[config.mk]
export PLATFORM = sky130hd
export DESIGN_NAME = sram_port_arbiter
export DESIGN_NICKNAME = d
export VERILOG_FILES = /design/src/rtl/sram_port_arbiter.sv
export SDC_FILE = /design/constraint.sdc
export NUM_CORES = 1
export LEC_CHECK = 0
export CAP_MARGIN = 20
export CORE_MARGIN = 4
export CORE_UTILIZATION = 30
export DETAILED_ROUTE_END_ITERATION = 8
export HOLD_SLACK_MARGIN = 0.08
export PLACE_DENSITY = 0.87
export SLEW_MARGIN = 40
export SYNTH_ARGS = -nofsm -noshare
export SYNTH_HDL_FRONTEND = slang
export SYNTH_SLANG_ARGS = --single-unit
[constraint.sdc]
create_clock -name ACLK -period 3.4 [get_ports ACLK]
set_input_delay 0.68 -clock ACLK [delete_from_list [all_inputs] [get_ports ACLK]]
set_output_delay 0.68 -clock ACLK [all_outputs]
set_load 0.05 [all_outputs]
[src/rtl/sram_port_arbiter.sv]
// Two-requester SRAM port arbiter: grants the single-port SRAM to a read or a
// write engine for a whole burst, alternating ownership on simultaneous requests.
module sram_port_arbiter #(
  parameter int ADDR_W = 14,
  parameter int LEN_W  = 8
) (
  input  logic              ACLK,
  input  logic              ARESET,
  input  logic              rd_req,
  input  logic [LEN_W-1:0]  rd_len,
  input  logic              rd_beat,
  input  logic [ADDR_W-1:0] rd_addr,
  output logic              rd_gnt,
  input  logic              wr_req,
  input  logic [LEN_W-1:0]  wr_len,
  input  logic              wr_beat,
  input  logic [ADDR_W-1:0] wr_addr,
  input  logic [31:0]       wr_data,
  input  logic [3:0]        wr_strb,
  output logic              wr_gnt,
  output logic              sram_ceb,
  output logic              sram_web,
  output logic [ADDR_W-1:0] sram_a,
  output logic [31:0]       sram_d,
  output logic [31:0]       sram_bweb,
  output logic              busy,
  output logic              proto_err
);

  localparam logic [1:0] IDLE   = 2'd0;
  localparam logic [1:0] OWN_RD = 2'd1;
  localparam logic [1:0] OWN_WR = 2'd2;

  logic [1:0]       state;
  logic [LEN_W-1:0] beat_cnt;
  logic             last_wr;
  logic             rd_own;
  logic             wr_own;

  // Byte strobes (active-high) expanded to the SRAM's active-low bit mask.
  function automatic logic [31:0] strb_to_bweb(input logic [3:0] strb);
    logic [31:0] mask;
    mask = '1;
    for (int i = 0; i < 4; i++) begin
      mask[8*i +: 8] = {8{~strb[i]}};
    end
    return mask;
  endfunction

  assign rd_own = (state == OWN_RD);
  assign wr_own = (state == OWN_WR);
  assign rd_gnt = rd_own;
  assign wr_gnt = wr_own;
  assign busy   = (state != IDLE);

  always_ff @(posedge ACLK) begin
    if (ARESET) begin
      state     <= IDLE;
      beat_cnt  <= '0;
      last_wr   <= 1'b1;
      proto_err <= 1'b0;
    end else begin
      if ((rd_beat && !rd_own) || (wr_beat && !wr_own)) begin
        proto_err <= 1'b1;
      end
      case (state)
        IDLE: begin
          // On a tie the engine that did not own the SRAM last goes first.
          if (rd_req && (!wr_req || last_wr)) begin
            state    <= OWN_RD;
            beat_cnt <= rd_len;
            last_wr  <= 1'b0;
          end else if (wr_req) begin
            state    <= OWN_WR;
            beat_cnt <= wr_len;
            last_wr  <= 1'b1;
          end
        end
        OWN_RD: begin
          if (rd_beat) begin
            if (beat_cnt == '0) state <= IDLE;
            else beat_cnt <= beat_cnt - 1'b1;
          end
        end
        OWN_WR: begin
          if (wr_beat) begin
            if (beat_cnt == '0) state <= IDLE;
            else beat_cnt <= beat_cnt - 1'b1;
          end
        end
        default: state <= IDLE;
      endcase
    end
  end

  // Only the owner's beat is steered onto the SRAM pins.
  always_comb begin
    sram_ceb  = 1'b1;
    sram_web  = 1'b1;
    sram_a    = '0;
    sram_d    = '0;
    sram_bweb = '1;
    if (rd_own && rd_beat) begin
      sram_ceb = 1'b0;
      sram_a   = rd_addr;
    end else if (wr_own && wr_beat) begin
      sram_ceb  = 1'b0;
      sram_web  = 1'b0;
      sram_a    = wr_addr;
      sram_d    = wr_data;
      sram_bweb = strb_to_bweb(wr_strb);
    end
  end

endmodule

== Word level (Yosys, flattened, before mapping) ==
Index checks and enable logic that the tools add are counted.

* $add $sub $neg: 1
* Bitwise gates (word level): 4
* Reduce and logical (&&, ||, !) cells: 18
* Equality and inequality tests: 5
* Mux-type cells: 23

{| class="wikitable"
|+ Operators with widths
! operator !! count
|-
| $mux 32 || 4
|-
| $mux 8 || 5
|-
| $mux 14 || 2
|-
| $pmux 8 s3 || 1
|-
| $mux 2 || 5
|-
| $logic_not 8->1 || 1
|-
| $sub 8x1->8 const B || 1
|-
| $pmux 2 s3 || 1
|-
| $logic_and 1x1->1 || 5
|-
| $mux 1 || 5
|-
| $ne 2x2->1 const B || 2
|-
| $not 1->1 || 4
|-
| $reduce_and 4->1 || 1
|-
| $reduce_bool 2->1 || 2
|-
| $logic_not 1->1 || 3
|-
| $ne 3x3->1 const B || 1
|-
| $reduce_and 3->1 || 1
|-
| $reduce_bool 3->1 || 1
|-
| $eq 2x1->1 const B || 1
|-
| $eq 2x2->1 const B || 1
|-
| $logic_not 2->1 || 1
|-
| $logic_or 1x1->1 || 2
|-
| $reduce_and 2->1 || 1
|}

* Register bits: 12
* Output and inout bits: 84
* Input port bits: 86
* Word-level logic and storage cells: 55

== Longest topological paths before layout ==
* Depth in word-level cells: 5
* Gate-level depth with buffers: 8
* Mapped depth without buffers: 7

== Worst setup path after synthesis ==
Ideal clock, no wire load.

* Path type: register to output
* Start point: register state[1]
* End point: output port sram_bweb[10]
* Cell stages (with the launch flop): 9
* Arrival: 2.411 ns
* Required time: 2.720 ns
* Path buffers: 3
* Slack: 0.309 ns
* Path through: dfxtp_1 > inv_1 > ha_1 > and2_1 > clkbuf_1 > nor2_1 > clkbuf_1 > nand2_1 > buf_4

* Elaborated cells between the ends (all ways): 6
* Those cells by class: eq/ne: 2; mux: 2; reduce/logical: 2

{| class="wikitable"
|+ RTL lines
! what !! RTL line !! source
|-
| start, declared || 34 || <nowiki>logic [1:0] state;</nowiki>
|-
| start signal, assigned || 58 || <nowiki>state <= IDLE;</nowiki>
|-
| start signal, assigned || 70 || <nowiki>state <= OWN_RD;</nowiki>
|-
| start signal, assigned || 74 || <nowiki>state <= OWN_WR;</nowiki>
|-
| $eq 2x1->1 || 50 || <nowiki>assign rd_own = (state == OWN_RD);</nowiki>
|-
| via rd_gnt || 13 || <nowiki>output logic rd_gnt,</nowiki>
|-
| $logic_and 1x1->1 || 103 || <nowiki>if (rd_own && rd_beat) begin</nowiki>
|-
| $mux 32 || 103 ||
|-
| end, declared || 25 || <nowiki>output logic [31:0] sram_bweb,</nowiki>
|}

The timed path passes the listed nets, and every way through them passes these cells.

== Worst setup path in the final report ==
* Start point: input port rd_beat
* End point: output port sram_bweb[29]

* Longest elaborated chain between the ends: 2

{| class="wikitable"
|+ RTL lines
! what !! RTL line !! source
|-
| start, declared || 11 || <nowiki>input logic rd_beat,</nowiki>
|-
| $logic_and 1x1->1 || 103 ||
|-
| $mux 32 || 103 ||
|}

No other way between the ends.

==> impl_metrics.env <==
export IMPL_grt_overflow_total=0
export IMPL_dr_vias_cell=4.86
export IMPL_finalHoldViolations=0
export IMPL_floorplan_die_area_um2=6280
export IMPL_largest_net_degree_at_the_start_of_global_routing=30
export IMPL_worstPathMaxFanout=29
export IMPL_regToRegStartpoint="state[0]"
export IMPL_fp_dieW_um=79.2
export IMPL_drive_above_1_share_pct=29.9
export IMPL_synth_warnings=0
export IMPL_synth_top_cell_by_area="sky130_fd_sc_hd__dfxtp_1"
export IMPL_postSynthRegisterBits=12
export IMPL_path_clk_slew_ns=0.05
export IMPL_route_detailed_drc=0
export IMPL_synth_top_area_share_pct=15.8
export IMPL_final_min_clock_period_ns=2.89
export IMPL_worstPathRequired_ns=2.72
export IMPL_path_common_cell="sky130_fd_sc_hd__buf_4"
export IMPL_placement_io_buffers=169
export IMPL_synth_enable_flop_cells=0
export IMPL_cts_repair_timing_setup_buffer_count=0
export IMPL_final_antenna_net_count=0
export IMPL_track_usage_pct=21.9
export IMPL_overall_routed_net_length_um=7170
export IMPL_yosys_area_share_adder_pct=4.11
export IMPL_hold_buffers=0
export IMPL_slowest_delay_ns=0.45
export IMPL_cp_cell_sequence="clkdlybuf4s50_1, and2_1, nor2_2, buf_4, nand2_1, buf_4, buf_12"
export IMPL_leakage_nw=1.54
export IMPL_clk_latency_ns=0.25
export IMPL_half_perimeter_wire_length_after_placement_um=6350
export IMPL_critPathLaunchType="input pin"
export IMPL_end_kind="output port"
export IMPL_drt_pass1_iterations=4
export IMPL_critPathKind="input pin to output port"
export IMPL_worst_clock_skew_ns=0.00127
export IMPL_syn_avg_cell_area_um2=7.54
export IMPL_clock_sinks=12
export IMPL_irDropWorstVdd_v=0.000438
export IMPL_num_rows=25
export IMPL_rsz0062_at_grt="false"
export IMPL_core_um2=4820
export IMPL_gp_congestion=0.794
export IMPL_number_of_antenna_diodes=0
export IMPL_synth_compound_area_share_pct=25.6
export IMPL_syn_num_nets=293
export IMPL_initial_utilization_pct=31.6
export IMPL_synth_area_top_cells="sky130_fd_sc_hd__dfxtp_1, sky130_fd_sc_hd__buf_4, sky130_fd_sc_hd__and2_1"
export IMPL_htree_num_levels=1
export IMPL_outcome="finished, final reports clean"
export IMPL_max_slew_margin_pct=66.0
export IMPL_yosys_mux_area_fraction_pct=4.03
export IMPL_worst_reg2reg_path_depth=7
export IMPL_clk_path_buf_depth=2
export IMPL_gates_resized_cts_repair=0
export IMPL_grt_pass1_vias=1952
export IMPL_setup_total_negative_slack_ns=0
export IMPL_cts_tree="yes"
export IMPL_synthDistinctLibCells=47
export IMPL_total_power_w=0.00206
export IMPL_number_of_antenna_violations_at_the_first_check_in_global_routing=0
export IMPL_grt_pass1_wl_um=10600
export IMPL_whs_endpoint="beat_cnt[1]"
export IMPL_setup_viol_count_final=0
export IMPL_fillerInstances=327
export IMPL_clock_fmax_mhz=346
export IMPL_route_vias_total=1981
export IMPL_wl_per_cell_um=17.6
export IMPL_io_pins=170
export IMPL_startpoint_of_the_worst_hold_path="beat_cnt[1]"
export IMPL_area_of_the_mapped_netlist_um2=1520
export IMPL_count_of_mapped_cells_out_of_synthesis=202
export IMPL_synth_top_family_by_area="simple AND/OR/NAND/NOR gates"
export IMPL_final_max_slew_violation_count=0
export IMPL_ctsRootBufferMaster="sky130_fd_sc_hd__clkbuf_8"
export IMPL_cts_buffer_count=3
export IMPL_dpl_instance_area_um2=3660
export IMPL_hp_class="flip-flop to flip-flop"
export IMPL_power_per_cell_area_nw_per_um2=555
export IMPL_synth_ff_type="sky130_fd_sc_hd__dfxtp_1"
export IMPL_critical_path_slowest_cell="sky130_fd_sc_hd__clkdlybuf4s50_1"
export IMPL_timing_rr_end="beat_cnt[7]"
export IMPL_final_design_instance_area_without_fill_um2=3700
export IMPL_synth_simple_area_share_pct=30.2
export IMPL_final_period_utilization_pct=85.0
export IMPL_syn2layout_area_growth_pct=143
export IMPL_dieHeight_um=79.2
export IMPL_finish_net_count=434
export IMPL_iteration_0_drc_count_of_the_detailed_router=127
export IMPL_synth_yosys_seq_area_share_pct=15.8
export IMPL_reg_to_reg_setup_timing_slack_ns=1.20
export IMPL_timing_hold_worst_path_depth=2
export IMPL_worst_slew_pin_transition_ns=0.509
export IMPL_worst_ep_arrival_time_ns=2.21
export IMPL_number_of_max_capacitance_violations_reported=0
export IMPL_synthXorXnorAreaFrac_pct=0
export IMPL_asyncSetResetFlopFracSynth_pct=0
synth_stat cells, drive strengths merged, types with 3 or more instances:
library cell,n
nand2,16
buf,31
ha,5
mux2i,5
nor2,9
a22o,14
nor3,3
and2,33
a21oi,8
dfxtp,12
inv,12
clkbuf,7
o21ai,13
kinds of logic (layout without fill, tap and decap cells):
group | Yosys count | after routing
AOI/OAI and AO/OA | 51 | 51
adders and majority gates | 5 | 5
buffers and inverters | 50 | 189
DFF | 12 | 12
muxes | 6 | 6
and+or+nand+nor | 78 | 78
worst max path at each step:
stage	from	end	slack [ns]	cells past startpoint
after floorplan	state[1]	sram_bweb[10]	0.31	8
after global placement	rd_beat	sram_bweb[17]	0.57	7
after detailed placement	rd_beat	sram_bweb[29]	0.50	7
after CTS	rd_beat	sram_bweb[29]	0.50	7
after global routing	rd_beat	sram_bweb[29]	0.39	7
final	rd_beat	sram_bweb[29]	0.51	7
worst max-delay path, delay by kind of cell:
family / cells / cell delay, ns
buffers and inverters: 4 / 1.12
and+or+nand+nor: 3 / 0.40
power breakdown:
part | switching, W | internal (W)
Combinational | 0.000964 | 0.000726
Clock | 0.0000584 | 0.0000786
Sequential | 0.0000426 | 0.000187
Total | 0.00107 | 0.000992
per-layer routing:
layer	up-vias	routed length (um)	GRT usage [%]
met3	13	631	3.40
met4	0	166	6.87
met1	902	2350	22.0
met2	116	4020	44.9
met5	-	0	0
li1	950	-	-
flip-flops by register name, indices dropped and copies added (netlist names):
| name | count |
|---|---|
| beat_cnt | 8 |
| last_wr | 1 |
| proto_err | 1 |
| state | 2 |
metrics by stage:
stage	hold WS [ns]	setup slack, ns	util, %	cells
after CTS	0.477	0.497	76.9	408
after global placement	0.459	0.572	76.0	405
after global routing	0.512	0.385	76.9	408
after detailed placement	0.470	0.504	76.0	405
final	0.476	0.509	76.9	408
after floorplan	0.443	0.309	-	202
final cells by class:
class | instances | area [um^2] | area share, %
timing repair buffer | 174 | 2320 | 62.6
multi-input combinational | 140 | 976 | 26.4
sequential | 12 | 240 | 6.49
tap | 67 | 83.8 | 2.26
inverter | 12 | 45.0 | 1.22
clock buffer | 3 | 41.3 | 1.11
layout by cell type, fill, tap and decap left out, drive strengths merged, types with 5 or more instances in the layout:
master         synthesis  layout
a21oi                  8       8
a22o                  14      14
and2                  33      33
buf                   31      85
clkdlybuf4s50          0      89
dfxtp                 12      12
ha                     5       5
inv                   12      12
mux2i                  5       5
nand2                 16      16
nor2                   9       9
o21ai                 13      13
Note: power is estimated with default switching activity, not from simulation.
